**src/rtl/window_minmax_pkg.sv**
```systemverilog
// Shared types and default parameters for the windowed min/max statistics stage.
package window_minmax_pkg;

    typedef enum logic {
        ACCUM = 1'b0,
        HOLD  = 1'b1
    } wm_state_t;

    // One-hot relation of a versus b
    typedef enum logic [2:0] {
        REL_LT = 3'b001,
        REL_EQ = 3'b010,
        REL_GT = 3'b100
    } cmp_rel_t;

    localparam int DEFAULT_DATA_W  = 4;
    localparam int DEFAULT_WIN_LEN = 8;

endpackage

```
**src/rtl/window_minmax_4bit_cmp_rel.sv**
```systemverilog
// Combinational unsigned magnitude compare of a against b, one-hot relation out.
module cmp_rel_4bit
    import window_minmax_pkg::*;
#(
    parameter int DATA_W = DEFAULT_DATA_W
) (
    input  logic [DATA_W-1:0] a_i,
    input  logic [DATA_W-1:0] b_i,
    output logic [2:0]        rel_o
);

    always_comb begin
        rel_o = REL_EQ;
        if (a_i > b_i) begin
            rel_o = REL_GT;
        end else if (a_i < b_i) begin
            rel_o = REL_LT;
        end
    end

endmodule

```
**src/rtl/window_minmax_4bit.sv**
```systemverilog
// Windowed min/max and predecessor-relation counter with valid/ready in and out.
// Optional early window close via the flush port when WINDOW_MINMAX_FLUSH_EN is defined.
module window_minmax_4bit
    import window_minmax_pkg::*;
#(
    parameter int DATA_W  = DEFAULT_DATA_W,
    parameter int WIN_LEN = DEFAULT_WIN_LEN,
    parameter int CNT_W   = $clog2(WIN_LEN + 1)
) (
    input  logic              clk,
    input  logic              rst,
`ifdef WINDOW_MINMAX_FLUSH_EN
    input  logic              flush,
`endif
    input  logic              in_valid,
    output logic              in_ready,
    input  logic [DATA_W-1:0] in_data,
    output logic              out_valid,
    input  logic              out_ready,
    output logic [DATA_W-1:0] out_min,
    output logic [DATA_W-1:0] out_max,
    output logic [CNT_W-1:0]  out_gt_cnt,
    output logic [CNT_W-1:0]  out_eq_cnt,
    output logic [CNT_W-1:0]  out_lt_cnt,
    output logic [CNT_W-1:0]  out_len
);

    wm_state_t         state_q, state_d;
    logic [DATA_W-1:0] min_q, min_d;
    logic [DATA_W-1:0] max_q, max_d;
    logic [DATA_W-1:0] prev_q, prev_d;
    logic [CNT_W-1:0]  gt_q, gt_d;
    logic [CNT_W-1:0]  eq_q, eq_d;
    logic [CNT_W-1:0]  lt_q, lt_d;
    logic [CNT_W-1:0]  len_q, len_d;

    logic [2:0] rel_prev;
    logic [2:0] rel_min;
    logic [2:0] rel_max;
    logic       accept;
    logic       consume;
    logic       first;
    logic       close_win;

    cmp_rel_4bit #(.DATA_W(DATA_W)) u_cmp_prev (
        .a_i   (in_data),
        .b_i   (prev_q),
        .rel_o (rel_prev)
    );

    cmp_rel_4bit #(.DATA_W(DATA_W)) u_cmp_min (
        .a_i   (in_data),
        .b_i   (min_q),
        .rel_o (rel_min)
    );

    cmp_rel_4bit #(.DATA_W(DATA_W)) u_cmp_max (
        .a_i   (in_data),
        .b_i   (max_q),
        .rel_o (rel_max)
    );

    // Ready is purely state-based so no combinational path exists from out_ready.
    assign in_ready  = (state_q == ACCUM) && !rst;
    assign out_valid = (state_q == HOLD);
    assign accept    = in_valid && in_ready;
    assign consume   = out_valid && out_ready;
    assign first     = (len_q == '0);

    always_comb begin
        state_d   = state_q;
        min_d     = min_q;
        max_d     = max_q;
        prev_d    = prev_q;
        gt_d      = gt_q;
        eq_d      = eq_q;
        lt_d      = lt_q;
        len_d     = len_q;
        close_win = 1'b0;

        case (state_q)
            ACCUM: begin
                if (accept) begin
                    len_d  = len_q + CNT_W'(1);
                    prev_d = in_data;
                    if (first) begin
                        min_d = in_data;
                        max_d = in_data;
                        gt_d  = '0;
                        eq_d  = '0;
                        lt_d  = '0;
                    end else if (rel_prev == REL_GT) begin
                        gt_d = gt_q + CNT_W'(1);
                        if (rel_max == REL_GT) max_d = in_data;
                    end else if (rel_prev == REL_LT) begin
                        lt_d = lt_q + CNT_W'(1);
                        if (rel_min == REL_LT) min_d = in_data;
                    end else begin
                        eq_d = eq_q + CNT_W'(1);
                    end
                    if (len_d == CNT_W'(WIN_LEN)) close_win = 1'b1;
                end
`ifdef WINDOW_MINMAX_FLUSH_EN
                // An empty window has nothing to report, so flush needs a sample.
                if (flush && (accept || !first)) close_win = 1'b1;
`endif
                if (close_win) state_d = HOLD;
            end
            HOLD: begin
                if (consume) begin
                    state_d = ACCUM;
                    min_d   = '0;
                    max_d   = '0;
                    prev_d  = '0;
                    gt_d    = '0;
                    eq_d    = '0;
                    lt_d    = '0;
                    len_d   = '0;
                end
            end
            default: state_d = ACCUM;
        endcase
    end

    always_ff @(posedge clk) begin
        if (rst) begin
            state_q <= ACCUM;
            min_q   <= '0;
            max_q   <= '0;
            prev_q  <= '0;
            gt_q    <= '0;
            eq_q    <= '0;
            lt_q    <= '0;
            len_q   <= '0;
        end else begin
            state_q <= state_d;
            min_q   <= min_d;
            max_q   <= max_d;
            prev_q  <= prev_d;
            gt_q    <= gt_d;
            eq_q    <= eq_d;
            lt_q    <= lt_d;
            len_q   <= len_d;
        end
    end

    assign out_min    = min_q;
    assign out_max    = max_q;
    assign out_gt_cnt = gt_q;
    assign out_eq_cnt = eq_q;
    assign out_lt_cnt = lt_q;
    assign out_len    = len_q;

endmodule
```
**config.mk**
```make
export PLATFORM = sky130hd
export DESIGN_NAME = window_minmax_4bit
export DESIGN_NICKNAME = d
export VERILOG_FILES = /design/src/rtl/window_minmax_pkg.sv /design/src/rtl/window_minmax_4bit_cmp_rel.sv /design/src/rtl/window_minmax_4bit.sv
export SDC_FILE = /design/constraint.sdc
export NUM_CORES = 1
export LEC_CHECK = 0
export BUFFER_PORTS_ARGS = -buffer_cell sky130_fd_sc_hd__buf_2
export CAP_MARGIN = 20
export CORE_ASPECT_RATIO = 1.75
export CORE_MARGIN = 4
export CORE_UTILIZATION = 40
export CTS_CLUSTER_DIAMETER = 60
export DETAILED_ROUTE_END_ITERATION = 7
export GPL_TIMING_DRIVEN = 0
export PLACE_DENSITY = 0.67
export SLEW_MARGIN = 20
export SYNTH_ARGS = -nofsm -noshare
export SYNTH_HDL_FRONTEND = slang
export SYNTH_SLANG_ARGS = --single-unit
```
**constraint.sdc**
```tcl
create_clock -name clk -period 1.76 [get_ports clk]
set_input_delay 0.264 -clock clk [delete_from_list [all_inputs] [get_ports clk]]
set_output_delay 0.264 -clock clk [all_outputs]
set_load 0.01 [all_outputs]
```
==> summary.txt, run 1 <==
Pwr
  • Share of power burned in combinational logic: 20.9%
  • Static Leakage: 0.9684 nW
  • Pwr dens: 762.6 nW/um^2
  • Cell-internal power: 1.191 mW
  • Sequential Power Share: 42.2%
  • Worst vdd ir: 0.4917 mV
  • Switching power of the nets: 0.4663 mW
  • Sw Share: 28.13%
  • Design Power: 1.657 mW
  • Clk pwr share: 36.9%

STA
  • Post-route worst setup slack: -0.008952 ns
  • Number of setup violations in the final report: 2
  • Final hold violation count: 0
  • Minimum clock period: 1.769 ns
  • Fmax: 565.3 MHz
  • Clock skew: 0.004579 ns
  • Final Hold Slack: 0.2797 ns
  • RSZ-0062 raised after global routing: yes
  • Slew @ Worst Pin: 0.6682 ns
  • Tcrit/Tclk final: 100.5%
  • Final slew viol count: 0
  • Relative slew slack: 54.99%

Setup path
  • Stages on worst setup path: 9
  • Startpoint types: flop
  • Reg2reg end: out_gt_cnt[3]$_SDFFE_PP0P_
  • Setup slack, reg-to-reg: -0.009 ns
  • Critical path cell sequence: inv_2 -> ha_4 -> nor2b_1 -> o211ai_1 -> buf_4 -> a21oi_4 -> buf_6 -> nand3b_1 -> a31o_1
  • End point of the critical path: out_gt_cnt[3]$_SDFFE_PP0P_
  • Top delay family on crit path: compound AO/OA/AOI/OAI gates
  • CP peak stage delay: 0.33 ns
  • CP endpoint kind: flop
  • Worst setup path start: prev_q[1]$_SDFFE_PP0P_
  • Max FO, Critical Path: 4
  • CP Buf/Inv Count: 3
  • CP max-delay cell: dfxtp_2
  • Worst reg-to-reg path cell count: 9
  • Worst EP required: 1.94 ns
  • FF-to-FF Start: prev_q[1]$_SDFFE_PP0P_
  • Crit Path Category: reg2reg
  • Arrival @ worst endpoint: 1.95 ns

Yosys
  • Area share of the largest cell type after synthesis: 33.62%
  • Seq/Total Area, Yosys: 33.62%
  • Synth area leaders: dfxtp_1 34%, ha_1 12%, nor2_1 3.5%
  • Async set-or-reset flop fraction in the synthesized netlist: 0%
  • Synth warn: 0
  • Area leader, netlist: dfxtp_1
  • Post-synthesis cell type count: 51
  • Syn Nets: 213
  • Ys flop type: dfxtp_1
  • Top-count cell post-synth: dfxtp_1
  • Synth Register Bits: 29
  • EDFF count, synth: 0
  • Synth cell count leaders: 29 x dfxtp_1, 17 x ha_1, 16 x nor2_1, 15 x inv_1
  • Cell count after synthesis: 188
  • Synth Area per Inst: 9.184 um^2
  • Synthesized area: 1727 um^2

Global route
  • Gr busiest metal: met2
  • Met1 Track Usage GR: 16.79%
  • Remaining global-route overflow: 0
  • GR Util All Layers: 16.32%
  • Global routing usage on met2: 29.91%
  • Largest net degree at the start of global routing: 11
  • First-pass GRT wire length: 6955 um
  • M3 GR Usage: 3.010%
  • Antenna violations before repair: 0
  • Vias in the first global route: 1547

Routing
  • Vias: 1540
  • Detailed Routing Iterations Pass 1: 4
  • Post-route DRC: 0
  • Detailed Route Iter0 Violations: 34
  • Vias per cell: 5.385
  • Routed wire length per instance: 14.43 um
  • Antenna viol nets, final: 0
  • Final WL: 4127 um

Clock tree
  • Clock Sink Count: 29
  • Clk root buf: clkbuf_8
  • CTS tree: yes
  • CTS clock-pin slew for the worst setup and hold paths: 0.06 ns
  • Clock Path Buffers: 2
  • Worst skew pair latency: 0.28 ns
  • Total CTS buffers: 5
  • CTS H-tree lvls: 2
  • Hold_buf cts: 0

Final layout
  • Share of layout cells above drive strength 1: 30.80%
  • P&R area growth vs syn: 25.87%
  • # diodes: 0
  • Nets: 261

Die
  • I/O pin count: 34
  • Die Wd: 57.67 um
  • Core Area: 4150 um^2
  • Core Rows: 31
  • Area of the die: 5473 um^2
  • DIE HEIGHT: 94.92 um
  • Initial core utilization: 41.60%

Flow run
  • Number of max-cap violations: 0

Placed design
  • DP HPWL: 3012 um
  • RD Place Congestion: 0.8086
  • Dpl ws: -0.2019 ns
  • IO Port Bufs: 32

Status
  • Failing checks: setup timing
  • Status: finished with violations

Hold path
  • HP Class: in2reg
-- layout make-up --
type	instances	area (um^2)
inverters	15	56.30
multi-input cells	138	1087
well taps	49	61.31
flip-flops and latches	29	589.3
repair buffers	41	239.0
clock buffers	7	96.34
clock inverters	1	5.005
plain buffers	6	38.79
fillers	400	1977
-- state kept, by name, summed over array words and instances, names as in the netlist --
signal / cells
out_max: 4
out_eq_cnt: 4
out_valid: 1
prev_q: 4
out_len: 4
out_lt_cnt: 4
out_gt_cnt: 4
out_min: 4
-- timing repair --
item                       4_1_cts  5_1_grt
setup endpoints to repair       12       18
pin swaps                        5        4
gates resized for setup          9        8
setup buffers                    7        2
-- metrics by stage --
stage               cell area [um^2]  util, %  cells    TNS, ns
floorplan                       1728        -    188          0
global placement                1949    46.97    269     -1.237
detailed placement              1949    46.97    269     -1.326
CTS                             2140    51.55    284   -0.04439
global route                    2173    52.37    286     -1.621
finish                          2173    52.37    286  -0.009332
-- power by group through the flow --
stage / Sequential [mW] / Combinational (mW) / Clock [mW]
3_3_place_gp: 0.719 / 0.279 / 0
6_report: 0.700 / 0.346 / 0.611
4_1_cts: 0.702 / 0.323 / 0.629
3_5_place_dp: 0.720 / 0.282 / 0
5_1_grt: 0.703 / 0.386 / 0.653
2_1_floorplan: 0.726 / 0.193 / 0
-- worst register-to-register path: cells and delay by family (launching register included) --
| kind | cells | cell delay (ns) |
|---|---|---|
| AO/OA/AOI/OAI | 3 | 0.55 |
| AND/OR/NAND/NOR | 2 | 0.19 |
| buffers and inverters | 3 | 0.33 |
| flip-flops | 1 | 0.33 |
| adder cells (fa/ha/maj) | 1 | 0.25 |
-- per-layer routing --
| layer | vias to the layer above | share of wire (%) |
|---|---|---|
| met5 | - | 0 |
| met4 | 0 | 2.4 |
| met3 | 7 | 3.5 |
| met2 | 29 | 54 |
| met1 | 717 | 40 |
| li1 | 787 | - |
-- worst min path at each step --
stage	from	endpoint	slack (ns)	cells past startpoint
after CTS	in_data[0]	prev_q[0]$_SDFFE_PP0P_	0.28	3
after global placement	out_lt_cnt[3]$_SDFFE_PP0P_	out_lt_cnt[3]$_SDFFE_PP0P_	0.44	1
after floorplan	in_data[2]	out_min[2]$_SDFFE_PP0P_	0.42	2
after detailed placement	out_lt_cnt[3]$_SDFFE_PP0P_	out_lt_cnt[3]$_SDFFE_PP0P_	0.46	1
after global routing	in_data[0]	prev_q[0]$_SDFFE_PP0P_	0.31	3
final	in_data[0]	prev_q[0]$_SDFFE_PP0P_	0.28	3
-- cells in the final DEF (no fill, tap or decap), drive strengths merged, types with 7 or more instances in the layout --
master  synthesis  final
a21oi          10     10
buf             3     44
nand2          10     10
ha             17     17
dfxtp          29     29
nand2b          9      9
inv            15     15
o21ai           7      7
clkbuf          3     10
nor2           18     18
-- kinds of logic after synthesis --
kind of cell / after synthesis / share of synthesized area (%)
buf+inv: 21 / 5.507
fa+ha+maj: 17 / 12.32
mux: 4 / 2.319
flops: 29 / 33.62
simple gates: 65 / 23.12
compound gates: 50 / 22.10
xor+xnor: 2 / 1.015
No activity file was read; power rests on OpenSTA's default activity.
==> inputs of run 2 (changes only) <==
- CORE_MARGIN: 4 -> 5
==> summary.txt, run 2 (synthesized netlist as in run 1, its figures left out) <==
Global route
  • Remaining global-route overflow: 0 (unchanged)
  • GR Util All Layers: 15.92% (-0.40 points)
  • Antenna violations before repair: 0 (unchanged)
  • First-pass GRT wire length: 7238 um (+4.1%)
  • Vias in the first global route: 1603 (+3.6%)
  • Largest net degree at the start of global routing: 11 (unchanged)

Pwr
  • Clk pwr share: 34.4% (-2.5 points)
  • Sequential Power Share: 43.4% (+1.2 points)
  • Worst vdd ir: 0.5753 mV (+17%)
  • Static Leakage: 0.9605 nW (-0.82%)
  • Share of power burned in combinational logic: 22.1% (+1.2 points)
  • Pwr dens: 739.3 nW/um^2 (-3.1%)
  • Switching power of the nets: 0.4639 mW (-0.51%)
  • Sw Share: 28.76% (+0.62 points)
  • Cell-internal power: 1.149 mW (-3.5%)

Die
  • DIE HEIGHT: 96.92 um (+2.1%)
  • Area of the die: 5782 um^2 (+5.6%)
  • Initial core utilization: 41.60% (unchanged)
  • Core Rows: 31 (unchanged)
  • Core Area: 4150 um^2 (unchanged)
  • Die Wd: 59.67 um (+3.5%)
  • I/O pin count: 34 (unchanged)

Routing
  • Detailed Route Iter0 Violations: 30 (-12%)
  • Vias per cell: 5.572 (+3.5%)
  • Routed wire length per instance: 15.48 um (+7.3%)
  • Post-route DRC: 0 (unchanged)
  • Antenna viol nets, final: 0 (unchanged)
  • Vias: 1577 (+2.4%)
  • Detailed Routing Iterations Pass 1: 4 (unchanged)
  • Final WL: 4381 um (+6.2%)

Final layout
  • Share of layout cells above drive strength 1: 31.20% (+0.39 points)
  • Nets: 259 (-0.77%)
  • # diodes: 0 (unchanged)
  • FILL cells: 392 (-2.0%)
  • Most frequent cells in the layout: 33 x buf_2, 26 x dfxtp_1, 15 x nor2_1, 14 x ha_1, 13 x inv_1
  • Multi-input gate area: 1130 um^2 (+3.9%)
  • Seq. cell area: 589.3 um^2 (unchanged)
  • Final Util: 52.58% (+0.21 points)
  • Commonest non-fill, non-tap cell in the layout: buf_2
  • P&R area growth vs syn: 26.38%

Placed design
  • Dpl ws: -0.2147 ns (-0.01275 ns)
  • IO Port Bufs: 32 (unchanged)
  • RD Place Congestion: 0.7697 (-4.8%)
  • DP HPWL: 3193 um (+6.0%)

Clock tree
  • Total CTS buffers: 5 (unchanged)
  • CTS clock-pin slew for the worst setup and hold paths: 0.06 ns (about the same)
  • Clk root buf: clkbuf_8
  • Hold_buf cts: 0 (unchanged)
  • Clock Path Buffers: 2 (unchanged)
  • CTS H-tree lvls: 2 (unchanged)
  • Worst skew pair latency: 0.28 ns (about the same)
  • Clock Sink Count: 29 (unchanged)
  • CTS tree: yes

Flow run
  • Number of max-cap violations: 0 (unchanged)

STA
  • Post-route worst setup slack: 0.008109 ns (+0.01706 ns)
  • Final slew viol count: 0 (unchanged)
  • Final hold violation count: 0 (unchanged)
  • RSZ-0062 raised after global routing: yes
  • Relative slew slack: 54.84% (-0.15 points)
  • Tcrit/Tclk final: 99.54% (-0.97 points)
  • Clock skew: 0.006035 ns (+0.001456 ns)
  • Slew @ Worst Pin: 0.6703 ns (+0.002187 ns)
  • Number of setup violations in the final report: 0 (-2)
  • Fmax: 570.8 MHz (+0.97%)
  • Minimum clock period: 1.752 ns (-0.01706 ns)

Setup path
  • Setup slack, reg-to-reg: 0.008 ns (+0.02 ns)
  • Arrival @ worst endpoint: 1.91 ns (-0.04 ns)
  • CP max-delay cell: dfxtp_2
  • CP peak stage delay: 0.33 ns (about the same)
  • CP endpoint kind: flop
  • Startpoint types: flop
  • Critical path cell sequence: inv_2 -> ha_4 -> nor2b_4 -> o211ai_1 -> buf_4 -> buf_6 -> and4b_2 -> nor2_2 -> o2bb2ai_1
  • Max FO, Critical Path: 4 (unchanged)
  • Worst EP required: 1.92 ns (-0.02 ns)
  • Worst reg-to-reg path cell count: 9 (unchanged)
  • Crit Path Category: reg2reg

Hold path
  • HP Class: in2reg
  • Worst hold path depth: 3 (unchanged)

Status
  • Status: complete, no violations
[run 2: cell type report]
cell class | instances | share of cell area (%)
buffer | 6 | 1.778
inverter | 15 | 2.580
sequential | 29 | 27.01
multi-input combinational | 138 | 51.78
clock buffer | 7 | 3.956
tap | 49 | 2.810
timing repair buffer | 39 | 10.09
[run 2: metrics by stage]
stage               area, um^2  setup TNS, ns  hold WS, ns  cells  total power [mW]
CTS                       2115       -0.01923       0.2954    281             1.590
finish                    2182              0       0.3035    283             1.613
global placement          1949         -1.066       0.4457    269            0.9976
detailed placement        1949         -1.801       0.4570    269             1.004
global route              2182        -0.6754       0.3186    283             1.686
floorplan                 1728              0       0.4185    188            0.9185
[run 2: worst paths after layout]
check | start | to
max reg2reg | prev_q[1]$_SDFFE_PP0P_ | out_min[2]$_SDFFE_PP0P_
max | prev_q[1]$_SDFFE_PP0P_ | out_min[2]$_SDFFE_PP0P_
min | in_data[0] | prev_q[0]$_SDFFE_PP0P_
min reg2reg | out_lt_cnt[3]$_SDFFE_PP0P_ | out_lt_cnt[3]$_SDFFE_PP0P_
[run 2: per-layer routing]
| metal | global-route usage (%) | vias to the layer above | routed length [um] |
|---|---|---|---|
| met5 | 0 | - | 0 |
| met4 | 6.485 | 0 | 108 |
| met3 | 3.329 | 10 | 145 |
| met2 | 29.67 | 33 | 2444 |
| met1 | 15.95 | 745 | 1682 |
| li1 | - | 789 | - |
[run 2: critical path: cells and delay by family, from the launching register on]
family | cells | cell delay, ns
AND/OR/NAND/NOR | 3 | 0.56
buffers and inverters | 3 | 0.31
AO/OA/AOI/OAI | 2 | 0.18
adder cells (fa/ha/maj) | 1 | 0.25
flip-flops | 1 | 0.33
[run 2: what timing repair did]
action / CTS / global route
setup buffers: 5 / 2
cloned: 0 / 0
endpoints found under the setup margin: 15 / 19
pin swaps: 6 / 3
gates resized for setup: 11 / 13
[run 2: power by group through the flow]
stage	Sequential (mW)	Clock [mW]	Combinational, mW
after floorplan	0.726	0	0.193
after global placement	0.719	0	0.279
after detailed placement	0.720	0	0.284
after CTS	0.700	0.567	0.324
after global routing	0.704	0.587	0.395
final	0.701	0.555	0.357
==> inputs of run 3 (changes only) <==
- PLACE_DENSITY: 0.67 -> 0.65
- clock period: 1.76 -> 1.7 ns (I/O delays scaled with it)
==> summary.txt, run 3 (synthesized netlist as in run 1, its figures left out) <==
Setup path
  • Setup slack, reg-to-reg: -0.04 ns (-0.05 ns)
  • Arrival @ worst endpoint: 1.90 ns (about the same)
  • Max FO, Critical Path: 8 (+4)
  • CP endpoint kind: flop
  • CP Buf/Inv Count: 2 (-1)
  • Critical path cell sequence: inv_2 -> ha_4 -> nor2b_4 -> o211ai_1 -> buf_4 -> a21oi_4 -> a41oi_4 -> mux2i_1
  • Top delay family on crit path: compound AO/OA/AOI/OAI gates
  • CP max-delay cell: dfxtp_2
  • CP peak stage delay: 0.33 ns (about the same)
  • Worst EP required: 1.86 ns (-0.06 ns)
  • Crit Path Category: reg2reg
  • Startpoint types: flop

Routing
  • Final WL: 4071 um (-7.1%)
  • Detailed Routing Iterations Pass 1: 4 (unchanged)
  • Post-route DRC: 0 (unchanged)
  • Routed wire length per instance: 14.28 um (-7.7%)
  • Antenna viol nets, final: 0 (unchanged)
  • Vias: 1542 (-2.2%)
  • Vias per cell: 5.411 (-2.9%)
  • Detailed Route Iter0 Violations: 13 (-57%)

Die
  • I/O pin count: 34 (unchanged)
  • Initial core utilization: 41.60% (unchanged)
  • Area of the die: 5782 um^2 (unchanged)
  • DIE HEIGHT: 96.92 um (unchanged)
  • Core Area: 4150 um^2 (unchanged)
  • Die Wd: 59.67 um (unchanged)
  • Core Rows: 31 (unchanged)

Clock tree
  • Clock Sink Count: 29 (unchanged)
  • Worst skew pair latency: 0.28 ns (about the same)
  • Hold_buf cts: 0 (unchanged)
  • Total CTS buffers: 5 (unchanged)
  • CTS clock-pin slew for the worst setup and hold paths: 0.06 ns (about the same)
  • CTS tree: yes
  • Clock Path Buffers: 2 (unchanged)
  • Clk root buf: clkbuf_8
  • CTS H-tree lvls: 2 (unchanged)

Pwr
  • Cell-internal power: 1.166 mW (+1.4%)
  • Clk pwr share: 33.1% (-1.3 points)
  • Worst vdd ir: 0.6712 mV (+17%)
  • Switching power of the nets: 0.4752 mW (+2.4%)
  • Sequential Power Share: 44.2% (+0.8 points)
  • Sw Share: 28.96% (+0.20 points)
  • Design Power: 1.641 mW (+1.7%)
  • Pwr dens: 741.7 nW/um^2 (+0.33%)
  • Share of power burned in combinational logic: 22.7% (+0.6 points)
  • Static Leakage: 0.9642 nW (+0.39%)

Final layout
  • Most frequent cells in the layout: 33 x buf_2, 25 x dfxtp_1, 14 x nor2_1, 14 x ha_1, 13 x inv_1
  • Share of layout cells above drive strength 1: 33.47% (+2.3 points)
  • P&R area growth vs syn: 28.12%
  • # diodes: 0 (unchanged)
  • Final Util: 53.30% (+0.72 points)
  • FILL cells: 403 (+2.8%)
  • Final Cell Area: 2212 um^2 (+1.4%)
  • Layout Cells excl Fill: 285 (+0.71%)
  • Nets: 260 (+0.39%)
  • Commonest non-fill, non-tap cell in the layout: buf_2

Global route
  • Gr busiest metal: met2
  • First-pass GRT wire length: 6803 um (-6.0%)
  • M3 GR Usage: 3.329% (unchanged)
  • Vias in the first global route: 1560 (-2.7%)
  • Met1 Track Usage GR: 15.32% (-0.63 points)
  • Global routing usage on met2: 27.08% (-2.6 points)
  • Antenna violations before repair: 0 (unchanged)
  • Largest net degree at the start of global routing: 11 (unchanged)
  • Remaining global-route overflow: 0 (unchanged)
  • GR Util All Layers: 14.71% (-1.2 points)

STA
  • Final Hold Slack: 0.2875 ns (-0.01594 ns)
  • RSZ-0062 raised after global routing: yes
  • Slew @ Worst Pin: 0.6623 ns (-0.008004 ns)
  • Minimum clock period: 1.739 ns (-0.01239 ns)
  • Tcrit/Tclk final: 102.3% (+2.8 points)
  • Fmax: 574.9 MHz (+0.71%)
  • Relative slew slack: 55.38% (+0.54 points)
  • Clock skew: 0.004111 ns (-0.001924 ns)
  • Final hold violation count: 0 (unchanged)
  • Number of setup violations in the final report: 6 (+6)
  • Final TNS setup: -0.2022 ns (-0.2022 ns)
  • Post-route worst setup slack: -0.03950 ns (-0.04761 ns)
  • Final slew viol count: 0 (unchanged)

Flow run
  • Number of max-cap violations: 0 (unchanged)

Placed design
  • Placed Area: 1951 um^2 (about the same)
  • DP HPWL: 3062 um (-4.1%)
  • Cell total after placement: 269 (unchanged)
  • RD Place Congestion: 0.7690 (about the same)
  • Dpl ws: -0.2397 ns (-0.02499 ns)
  • IO Port Bufs: 32 (unchanged)

Status
  • Status: finished with violations
  • Failing checks: setup timing

Hold path
  • HP Class: in2reg
-- run 3: cell count changes in the layout (fill, tap and decap cells not counted), moves of 2 or more --
cell	change
a21oi_2	+2
buf_4	+2
a21oi_1	-2
clkbuf_1	+2
-- run 3: repair_timing --
item / CTS / global route
gates cloned: 0 / 0
gates resized for setup: 12 / 17
pin swaps: 4 / 13
buffers inserted: 7 / 1
endpoints found under the setup margin: 14 / 20
-- run 3: worst reg2reg max path: cells and delay by family (launching register included) --
kind                       cells  cell delay [ns]
muxes                          1             0.15
and+or+nand+nor                1             0.13
AOI/OAI and AO/OA              3             0.54
DFF                            1             0.33
adders and majority gates      1             0.26
buffers and inverters          2             0.19
-- run 3: path summary, 6_finish.rpt --
| path | start | end | depth (start not counted) |
|---|---|---|---|
| setup / recovery | prev_q[1]$_SDFFE_PP0P_ | out_max[2]$_SDFFE_PP0P_ | 8 |
| hold / removal | in_data[0] | out_max[0]$_SDFFE_PP0P_ | 3 |
| setup reg to reg | prev_q[1]$_SDFFE_PP0P_ | out_max[2]$_SDFFE_PP0P_ | 8 |
| hold reg to reg | out_lt_cnt[3]$_SDFFE_PP0P_ | out_lt_cnt[3]$_SDFFE_PP0P_ | 1 |
-- run 3: area by class of cell --
class	count	area [um^2]	share of cell area (%)
Buffer	6	38.79	1.753
Tap cell	49	61.31	2.771
Clock buffer	8	80.08	3.620
Multi-Input combinational cell	138	1161	52.49
Sequential cell	29	590.6	26.70
Inverter	15	56.30	2.545
Timing Repair Buffer	40	224.0	10.12
-- run 3: power groups by stage --
stage | registers (mW) | logic [mW] | clock network [mW]
5_1_grt | 0.728 | 0.410 | 0.585
4_1_cts | 0.725 | 0.344 | 0.560
6_report | 0.726 | 0.372 | 0.543
3_5_place_dp | 0.747 | 0.290 | 0
2_1_floorplan | 0.752 | 0.200 | 0
3_3_place_gp | 0.746 | 0.289 | 0
-- run 3: routing by layer --
layer  wire, um  vias up
met5          0        -
met4         70        0
met3        120        6
met2       2299       22
met1       1580      736
li1           -      778
